==> src/rtl/id_ex_stage_reg.sv <==
// ID/EX pipeline register: captures the decoded instruction and operands, with write-back
// bypass, load-use bubble insertion, EX back-pressure hold and branch flush.
module id_ex_stage_reg #(
  parameter int CTRL_W      = 16,
  parameter int STALL_CNT_W = 16
) (
  input  logic                   CLK,
  input  logic                   RESET,
  input  logic                   ID_VALID,
  input  logic [31:0]            ID_PC,
  input  logic [4:0]             ID_RS1_ADDR,
  input  logic [4:0]             ID_RS2_ADDR,
  input  logic                   ID_USES_RS1,
  input  logic                   ID_USES_RS2,
  input  logic [31:0]            ID_RS1_DATA,
  input  logic [31:0]            ID_RS2_DATA,
  input  logic [31:0]            ID_IMM,
  input  logic [4:0]             ID_RD_ADDR,
  input  logic                   ID_REG_WRITE,
  input  logic                   ID_MEM_READ,
  input  logic [CTRL_W-1:0]      ID_CTRL,
  input  logic                   WB_WRITE_ENABLE,
  input  logic [4:0]             WB_WRITE_ADDR,
  input  logic [31:0]            WB_WRITE_DATA,
  input  logic                   EX_BUSY,
  input  logic                   FLUSH,
  output logic                   EX_VALID,
  output logic [31:0]            EX_PC,
  output logic [4:0]             EX_RS1_ADDR,
  output logic [4:0]             EX_RS2_ADDR,
  output logic [31:0]            EX_RS1_DATA,
  output logic [31:0]            EX_RS2_DATA,
  output logic [31:0]            EX_IMM,
  output logic [4:0]             EX_RD_ADDR,
  output logic                   EX_REG_WRITE,
  output logic                   EX_MEM_READ,
  output logic [CTRL_W-1:0]      EX_CTRL,
  output logic                   STALL_ID,
  output logic [STALL_CNT_W-1:0] STALL_CYCLES
);

  localparam logic [1:0] S_RUN    = 2'd0;
  localparam logic [1:0] S_HOLD   = 2'd1;
  localparam logic [1:0] S_BUBBLE = 2'd2;

  logic [1:0]             state_q, state_d;
  logic                   ex_valid_q, ex_valid_d;
  logic [31:0]            ex_pc_q, ex_pc_d;
  logic [4:0]             ex_rs1_addr_q, ex_rs1_addr_d;
  logic [4:0]             ex_rs2_addr_q, ex_rs2_addr_d;
  logic [31:0]            ex_rs1_data_q, ex_rs1_data_d;
  logic [31:0]            ex_rs2_data_q, ex_rs2_data_d;
  logic [31:0]            ex_imm_q, ex_imm_d;
  logic [4:0]             ex_rd_addr_q, ex_rd_addr_d;
  logic                   ex_reg_write_q, ex_reg_write_d;
  logic                   ex_mem_read_q, ex_mem_read_d;
  logic [CTRL_W-1:0]      ex_ctrl_q, ex_ctrl_d;
  logic [STALL_CNT_W-1:0] stall_cycles_q, stall_cycles_d;
  logic                   load_use;
  logic                   stall_id;

  // The register file is read and written in the same cycle, so a pending write must win.
  function automatic logic [31:0] sel_operand(input logic [4:0]  addr,
                                              input logic [31:0] rf_data,
                                              input logic        wb_en,
                                              input logic [4:0]  wb_addr,
                                              input logic [31:0] wb_data);
    if (addr == 5'd0)                   return 32'd0;
    else if (wb_en && wb_addr == addr)  return wb_data;
    else                                return rf_data;
  endfunction

  function automatic logic [STALL_CNT_W-1:0] sat_inc(input logic [STALL_CNT_W-1:0] cnt);
    if (&cnt) return cnt;
    else      return cnt + {{(STALL_CNT_W-1){1'b0}}, 1'b1};
  endfunction

  always_comb begin
    load_use = ex_valid_q && ex_mem_read_q && (ex_rd_addr_q != 5'd0) && ID_VALID &&
               (state_q != S_BUBBLE) &&
               ((ID_USES_RS1 && ID_RS1_ADDR == ex_rd_addr_q) ||
                (ID_USES_RS2 && ID_RS2_ADDR == ex_rd_addr_q));
    stall_id = !FLUSH && (EX_BUSY || load_use);

    state_d        = state_q;
    ex_valid_d     = ex_valid_q;
    ex_pc_d        = ex_pc_q;
    ex_rs1_addr_d  = ex_rs1_addr_q;
    ex_rs2_addr_d  = ex_rs2_addr_q;
    ex_rs1_data_d  = ex_rs1_data_q;
    ex_rs2_data_d  = ex_rs2_data_q;
    ex_imm_d       = ex_imm_q;
    ex_rd_addr_d   = ex_rd_addr_q;
    ex_reg_write_d = ex_reg_write_q;
    ex_mem_read_d  = ex_mem_read_q;
    ex_ctrl_d      = ex_ctrl_q;

    if (FLUSH) begin
      ex_valid_d     = 1'b0;
      ex_reg_write_d = 1'b0;
      ex_mem_read_d  = 1'b0;
      state_d        = S_RUN;
    end else if (EX_BUSY) begin
      state_d = S_HOLD;
    end else if (load_use) begin
      // Bubble: only the side-effect bits matter, payload fields are left as they were.
      ex_valid_d     = 1'b0;
      ex_reg_write_d = 1'b0;
      ex_mem_read_d  = 1'b0;
      state_d        = S_BUBBLE;
    end else begin
      ex_valid_d     = ID_VALID;
      ex_pc_d        = ID_PC;
      ex_rs1_addr_d  = ID_RS1_ADDR;
      ex_rs2_addr_d  = ID_RS2_ADDR;
      ex_rs1_data_d  = sel_operand(ID_RS1_ADDR, ID_RS1_DATA, WB_WRITE_ENABLE,
                                   WB_WRITE_ADDR, WB_WRITE_DATA);
      ex_rs2_data_d  = sel_operand(ID_RS2_ADDR, ID_RS2_DATA, WB_WRITE_ENABLE,
                                   WB_WRITE_ADDR, WB_WRITE_DATA);
      ex_imm_d       = ID_IMM;
      ex_rd_addr_d   = ID_RD_ADDR;
      ex_reg_write_d = ID_REG_WRITE && ID_VALID;
      ex_mem_read_d  = ID_MEM_READ && ID_VALID;
      ex_ctrl_d      = ID_CTRL;
      state_d        = S_RUN;
    end

    stall_cycles_d = stall_id ? sat_inc(stall_cycles_q) : stall_cycles_q;
  end

  always_ff @(posedge CLK or negedge RESET) begin
    if (!RESET) begin
      state_q        <= S_RUN;
      ex_valid_q     <= 1'b0;
      ex_pc_q        <= '0;
      ex_rs1_addr_q  <= '0;
      ex_rs2_addr_q  <= '0;
      ex_rs1_data_q  <= '0;
      ex_rs2_data_q  <= '0;
      ex_imm_q       <= '0;
      ex_rd_addr_q   <= '0;
      ex_reg_write_q <= 1'b0;
      ex_mem_read_q  <= 1'b0;
      ex_ctrl_q      <= '0;
      stall_cycles_q <= '0;
    end else begin
      state_q        <= state_d;
      ex_valid_q     <= ex_valid_d;
      ex_pc_q        <= ex_pc_d;
      ex_rs1_addr_q  <= ex_rs1_addr_d;
      ex_rs2_addr_q  <= ex_rs2_addr_d;
      ex_rs1_data_q  <= ex_rs1_data_d;
      ex_rs2_data_q  <= ex_rs2_data_d;
      ex_imm_q       <= ex_imm_d;
      ex_rd_addr_q   <= ex_rd_addr_d;
      ex_reg_write_q <= ex_reg_write_d;
      ex_mem_read_q  <= ex_mem_read_d;
      ex_ctrl_q      <= ex_ctrl_d;
      stall_cycles_q <= stall_cycles_d;
    end
  end

  assign EX_VALID     = ex_valid_q;
  assign EX_PC        = ex_pc_q;
  assign EX_RS1_ADDR  = ex_rs1_addr_q;
  assign EX_RS2_ADDR  = ex_rs2_addr_q;
  assign EX_RS1_DATA  = ex_rs1_data_q;
  assign EX_RS2_DATA  = ex_rs2_data_q;
  assign EX_IMM       = ex_imm_q;
  assign EX_RD_ADDR   = ex_rd_addr_q;
  assign EX_REG_WRITE = ex_reg_write_q;
  assign EX_MEM_READ  = ex_mem_read_q;
  assign EX_CTRL      = ex_ctrl_q;
  assign STALL_ID     = stall_id;
  assign STALL_CYCLES = stall_cycles_q;

endmodule

==> config.mk <==
export PLATFORM = sky130hd
export DESIGN_NAME = id_ex_stage_reg
export DESIGN_NICKNAME = d
export VERILOG_FILES = /design/src/rtl/id_ex_stage_reg.sv
export SDC_FILE = /design/constraint.sdc
export NUM_CORES = 1
export LEC_CHECK = 0
export ABC_AREA = 1
export CAP_MARGIN = 20
export CORE_MARGIN = 4
export CORE_UTILIZATION = 43
export CTS_CLUSTER_DIAMETER = 120
export DETAILED_ROUTE_END_ITERATION = 16
export PLACE_DENSITY = 0.94
export SLEW_MARGIN = 30
export SYNTH_ARGS = -nofsm -noshare
export SYNTH_HDL_FRONTEND = slang
export SYNTH_SLANG_ARGS = --single-unit
==> constraint.sdc <==
create_clock -name CLK -period 1.8 [get_ports CLK]
set_clock_uncertainty 0.05 [all_clocks]
set_input_delay 0.45 -clock CLK [delete_from_list [all_inputs] [get_ports CLK]]
set_output_delay 0.45 -clock CLK [all_outputs]
set_load 0.03 [all_outputs]
==> impl_metrics.ini, run 1 <==
[placement]
placedInstanceArea_um2 = 13430
portBuffers = 384
dp_hpwl_um = 23940
placed_cells_incl_taps = 1905
gp_routability_congestion = 0.9095
dp_slack_ns = -0.5755

[timing]
final-setup-viol-count = 164
achievable-frequency_mhz = 449.5
final-hold-violation-count = 0
final_max_slew_viol_count = 0
finalCritPeriodShare = 1.236
worstMarginPinSlew_ns = 0.3856
setup_repair_after_global_routing_missed_its_margin = yes
fin_worst_hold_slack_ns = 0.4244
slew_headroom = 0.7440
final.min_clock_period_ns = 2.225
timing.final.ws_setup_ns = -0.4247

[floorplan]
initial_utilization = 0.4369
floorplan.die_area_um2 = 22920
dieHeight_um = 151.4
floorplan.io_pins = 385
num_rows = 52
die_w_um = 151.4
fp.coreArea_um2 = 20230

[synthesis]
synthesis.instances = 1245
mappedNetlistArea_um2 = 8840
yosysWarningCount = 0
synth.ff_latch_count = 180
synth.avg_cell_area_um2 = 7.100
synth_sequential_area_ratio = 0.5096
synth.net_count = 1452
synth_cell_types = 27

[clocking]
root_buffer = clkbuf_16
cts_max_path_buffers = 2
cts_sinks = 180
cts_max_level = 4
tritoncts_clock_tree = done
tritoncts.num_buffers = 17
path_clk_slew_ns = 0.08
clk-insertion-delay-late_ns = 0.43

[drt]
drt_pass1_iterations = 6
detail-route-antenna-nets = 0
wl_per_cell_um = 18.45
drtIter0Drc = 729
viasPerCell = 5.040
drt_drc_violations_left = 0
finalWirelength_um = 36670
vias = 10020

[worst_setup_path]
worstPathRequired_ns = 1.30
crit_path_cell_trace = clkdlybuf4s50_1 > nand4_1 > a21oi_1 > nand2_4 > a21oi_4 > buf_6
cp_max_fo = 3
critical_path.top_delay_family = buffers and inverters
cp_num_buf_inv = 2
crit_type = in -> out
critical_path.startpoint_type = input port
slowest_delay_ns = 0.49
worst-r2r-setup-slack_ns = -0.20
crit_path_end_kind = output pin
cp_max_delay_cell = clkdlybuf4s50_1
timing.critical_path.arrival_ns = 1.72

[final_layout]
final_net_count = 1905
final_instance_area_um2 = 14850
area_delta_synth_final_pct = 67.95
post_route_cells_drive_above_1_share = 0.1151
mostFrequentLayoutCell = nand2_1
layout.filler_cells = 1491
most-common-layout-cells = nand2_1 (654), clkdlybuf4s50_1 (194), dfrtp_1 (174)
fin_cells = 1988
utilization = 0.7337

[grt]
globalRouteMet2Util = 0.4399
grt_pass1_vias = 9299
grt_first_pass_wirelength_um = 48270
grt.busiest_layer = met2
globalRouteTotalUtil = 0.2712
grtUsageMet3 = 0.08378
maximum_number_of_pins_on_one_net_before_global_route_repair = 64
grt_antenna_before_repair = 9
grtUsageMet1 = 0.3269
grt-ovfl-total = 0

[pwr]
pwr_density_cell_nw_per_um2 = 854.2
leakagePower_uw = 0.008324
ir_worst_vdd_v = 0.0006405

[status]
failed_checks = setup timing
run_status = complete, but fails checks

[flow_run]
max_cap_viol_count = 0

[worst_hold_path]
hp-class = in -> async
-- layer usage --
| layer | part of all wire | wire length [um] | up-vias |
|---|---|---|---|
| met2 | 0.48 | 17530 | 612 |
| met5 | 0.0011 | 41 | - |
| li1 | - | - | 4648 |
| met4 | 0.045 | 1643 | 6 |
| met1 | 0.37 | 13630 | 4626 |
| met3 | 0.10 | 3833 | 128 |
-- report_power, final --
part           internal, uW  switching [uW]  total [uW]
logic                  1580            2320        3890
registers              4550             338        4890
clock network          1930            1970        3900
total                  8060            4630       12700
-- worst paths after layout --
kind | start | to | cells after the start
worst min register to register | EX_RS1_DATA[1] | EX_RS1_DATA[1] | 2
min in group CLK | EX_RS1_DATA[1] | EX_RS1_DATA[1] | 2
worst max-delay path | ID_VALID | STALL_ID | 6
worst min-delay path | RESET | EX_RS1_DATA[28] | 2
max in group asynchronous | RESET | EX_RD_ADDR[1] | 3
worst max register to register | EX_RD_ADDR[4] | EX_RS1_DATA[4] | 11
-- synthesized netlist by cell type --
library cell,instances,area share
o21ai_0,18,0.010
buf_4,16,0.014
clkinv_1,1,0.00042
buf_6,8,0.010
o22ai_1,6,0.0042
dfrtp_1,180,0.51
nand4_2,1,0.0014
clkbuf_1,16,0.0068
nor2_2,1,0.00071
nand2_1,658,0.28
a21oi_1,4,0.0023
inv_4,1,0.00071
nand2_4,1,0.0013
ha_1,1,0.0014
xnor2_1,2,0.0020
xor2_1,3,0.0030
nand3b_1,1,0.00085
inv_2,3,0.0013
nor4_1,1,0.00071
nand2_2,2,0.0014
nor2_1,154,0.065
buf_2,17,0.0096
nand3_2,1,0.0011
inv_1,103,0.044
nand3_1,20,0.011
nor3_1,7,0.0040
nand4_1,19,0.013
-- state kept, by name (all words and copies together) (netlist names), 5 cells and up --
register	count
EX_CTRL	16
EX_IMM	32
EX_PC	32
EX_RD_ADDR	5
EX_RS1_ADDR	5
EX_RS1_DATA	32
EX_RS2_ADDR	5
EX_RS2_DATA	32
STALL_CYCLES	16
-- layout make-up --
type	count	area, um2	share of cell area
inverter	108	431.7	0.02907
antenna	7	17.52	0.001180
timing repair buffer	488	5207	0.3508
clock inverter	15	200.2	0.01348
sequential	180	4512	0.3039
multi-input combinational	900	3681	0.2479
clock buffer	17	425.4	0.02865
timing repair inverter	3	33.78	0.002275
tap	270	337.8	0.02275
-- stage by stage --
stage               total power (uW)  setup TNS, ns
CTS                            12440         -2.321
global placement                8768         -74.50
floorplan                       6774       -0.01913
detailed placement              8870         -87.51
global route                   13230         -39.79
finish                         12680         -23.69
-- cell families (layout without fill, tap and decap cells) --
group | count (synthesis) | count (layout) | share of synthesized area
adders and majority gates | 1 | 1 | 0.001415
xor gates and xnor gates | 5 | 5 | 0.004955
other | 0 | 7 | 0
AOI/OAI and AO/OA | 28 | 28 | 0.01670
DFF | 180 | 180 | 0.5096
buffers and inverters | 165 | 631 | 0.08634
and+or+nand+nor | 866 | 866 | 0.3810
-- repair_timing --
item,CTS,global route
buffers inserted,1,12
pin swaps,3,9
cloned,3,28
hold buffers,1,0
gates resized for setup,209,55
hold endpoints to repair,24,0
endpoints found under the setup margin,329,184
(Power assumes the default switching activity.)
==> inputs of run 2 (changes only) <==
--- a/config.mk
+++ b/config.mk
@@ -7,11 +7,11 @@
 export LEC_CHECK = 0
 export ABC_AREA = 1
 export CAP_MARGIN = 20
-export CORE_MARGIN = 4
-export CORE_UTILIZATION = 43
+export CORE_AREA = 2 2 151 153
 export CTS_CLUSTER_DIAMETER = 120
 export DETAILED_ROUTE_END_ITERATION = 16
-export PLACE_DENSITY = 0.94
+export DIE_AREA = 0 0 153 155
+export PLACE_DENSITY = 0.89
 export SLEW_MARGIN = 30
 export SYNTH_ARGS = -nofsm -noshare
 export SYNTH_HDL_FRONTEND = slang
==> impl_metrics.ini, run 2 (synthesized netlist as in run 1, its figures left out) <==
[pwr]
ir_worst_vdd_v = 0.0006889
p_switching_uw = 4590
internal_power_uw = 8137
clkPwrFrac = 0.293
power_uw = 12730
power.share.switching = 0.3606
power.sequential.fraction = 0.386
share_comb_of_total_power = 0.321
pwr_density_cell_nw_per_um2 = 818.9
leakagePower_uw = 0.008640

[clocking]
clk-insertion-delay-late_ns = 0.43
cts_max_path_buffers = 2
cts_sinks = 180
cts_max_level = 4
tritoncts_clock_tree = done
tritoncts.num_buffers = 17
root_buffer = clkbuf_16
path_clk_slew_ns = 0.07

[timing]
final.min_clock_period_ns = 2.277
achievable-frequency_mhz = 439.2
slew_headroom = 0.6619
setup_repair_after_global_routing_missed_its_margin = yes
worstMarginPinSlew_ns = 0.5072
final-setup-viol-count = 179
finalCritPeriodShare = 1.265
final_max_slew_viol_count = 0
timing.final.ws_setup_ns = -0.4771
fin_worst_hold_slack_ns = 0.4255
final-hold-violation-count = 0

[drt]
detail-route-antenna-nets = 0
drt_drc_violations_left = 0
drt_pass1_iterations = 6
wl_per_cell_um = 18.05
drtIter0Drc = 754
finalWirelength_um = 36740
vias = 10139
viasPerCell = 4.980

[worst_hold_path]
hp-class = reg -> reg
min_delay_worst_endpoint = EX_RS2_DATA[12]
whs_path_cells = 2
worst_hold_startpoint = EX_RS2_DATA[12]

[placement]
dp_hpwl_um = 23060
placed_cells_incl_taps = 1930
placedInstanceArea_um2 = 13480
portBuffers = 384
gp_routability_congestion = 0.8892

[final_layout]
fin_cells = 2036
mostFrequentLayoutCell = nand2_1
area_delta_synth_final_pct = 75.81
most-common-layout-cells = nand2_1 (607), clkdlybuf4s50_1 (194), dfrtp_1 (174)
final_net_count = 1941
final_instance_area_um2 = 15540
post_route_cells_drive_above_1_share = 0.1580

[grt]
grt_first_pass_wirelength_um = 56120
globalRouteTotalUtil = 0.3027
maximum_number_of_pins_on_one_net_before_global_route_repair = 48
grt_antenna_before_repair = 5
grt-ovfl-total = 0
grt_pass1_vias = 10257

[floorplan]
num_rows = 55
initial_utilization = 0.3977
dieHeight_um = 155
floorplan.die_area_um2 = 23720
die_w_um = 153
fp.coreArea_um2 = 22230
floorplan.io_pins = 385

[worst_setup_path]
crit-reg2reg-capture = EX_CTRL[2]
worstPathRequired_ns = 1.30
cp_max_fo = 5
worstRegToRegCells = 16
critical_path.startpoint_type = flip-flop
crit_type = reg -> out
worst-r2r-setup-slack_ns = -0.37
r2r-start = EX_RD_ADDR[4]
crit_path_end_kind = output pin
timing.critical_path.arrival_ns = 1.78

[status]
run_status = complete, but fails checks
failed_checks = setup timing

[flow_run]
max_cap_viol_count = 0
==> run 2: changes by cell type in the layout (fill, tap and decap cells not counted), sizes merged <==
cell,before,now
buf,93,146
bufbuf,1,2
clkbuf,44,27
clkdlybuf4s15,7,11
diode,7,4
dlygate4sd2,165,161
dlymetal6s2s,0,1
inv,117,115
==> run 2: area by class of cell <==
cell class | count | area [um2]
tap | 285 | 356.6
clock buffer | 18 | 429.2
timing repair buffer | 525 | 5826
fill | 1683 | 6686
inverter | 108 | 421.7
multi-input combinational | 900 | 3795
timing repair inverter | 2 | 27.53
clock inverter | 14 | 163.9
antenna | 4 | 10.01
sequential | 180 | 4512
==> run 2: power groups by stage <==
| stage | logic, uW | clock network (uW) | registers, uW |
|---|---|---|---|
| global placement | 3800 | 0 | 4940 |
| CTS | 3990 | 3790 | 4890 |
| finish | 4090 | 3730 | 4910 |
| floorplan | 837 | 0 | 5940 |
| detailed placement | 3880 | 0 | 4960 |
| global route | 4350 | 3990 | 4970 |
==> run 2: timing repair <==
| item | in CTS | in global routing |
|---|---|---|
| endpoints found under the hold margin | 40 | 0 |
| setup endpoints to repair | 312 | 191 |
| pin swaps | 29 | 8 |
| buffers inserted | 33 | 5 |
| gates resized for setup | 323 | 55 |
| cloned | 29 | 3 |
| hold buffers | 1 | 0 |
==> run 2: how the worst max path moves through the flow <==
stage / end / startpoint / cells after the start
floorplan: STALL_ID / EX_RD_ADDR[0] / 8
global placement: EX_MEM_READ / ID_RS1_ADDR[4] / 13
detailed placement: EX_REG_WRITE / ID_RS1_ADDR[1] / 13
CTS: STALL_ID / EX_RD_ADDR[1] / 9
global route: STALL_ID / EX_RD_ADDR[4] / 9
finish: STALL_ID / EX_RD_ADDR[4] / 9
==> run 2: metrics by stage <==
step                  util  setup WS (ns)  TNS [ns]
floorplan                -       -0.01913  -0.01913
global placement    0.6066        -0.4942    -73.61
detailed placement  0.6066        -0.5518    -84.23
CTS                 0.6903        -0.3943    -47.22
global route        0.6991        -0.5291    -55.59
finish              0.6992        -0.4771    -44.54
==> run 2: per-layer routing <==
metal / wire length, um / part of all wire / global-route usage / vias to the layer above
li1: - / - / - / 4729
met2: 17880 / 0.49 / 0.5146 / 547
met3: 2837 / 0.077 / 0.07632 / 108
met1: 14460 / 0.39 / 0.3667 / 4753
met4: 1547 / 0.042 / 0.1318 / 2
met5: 13 / 0.00035 / 0 / -
==> run 2: worst max-delay path: stages (launching register included) <==
cell	delay, ns
dfrtp_2	0.44
inv_2	0.07
nand2_1	0.06
nand2_1	0.05
nor2_1	0.20
nand3_2	0.11
nand2_2	0.10
nand2_4	0.06
a21oi_4	0.12
buf_6	0.14
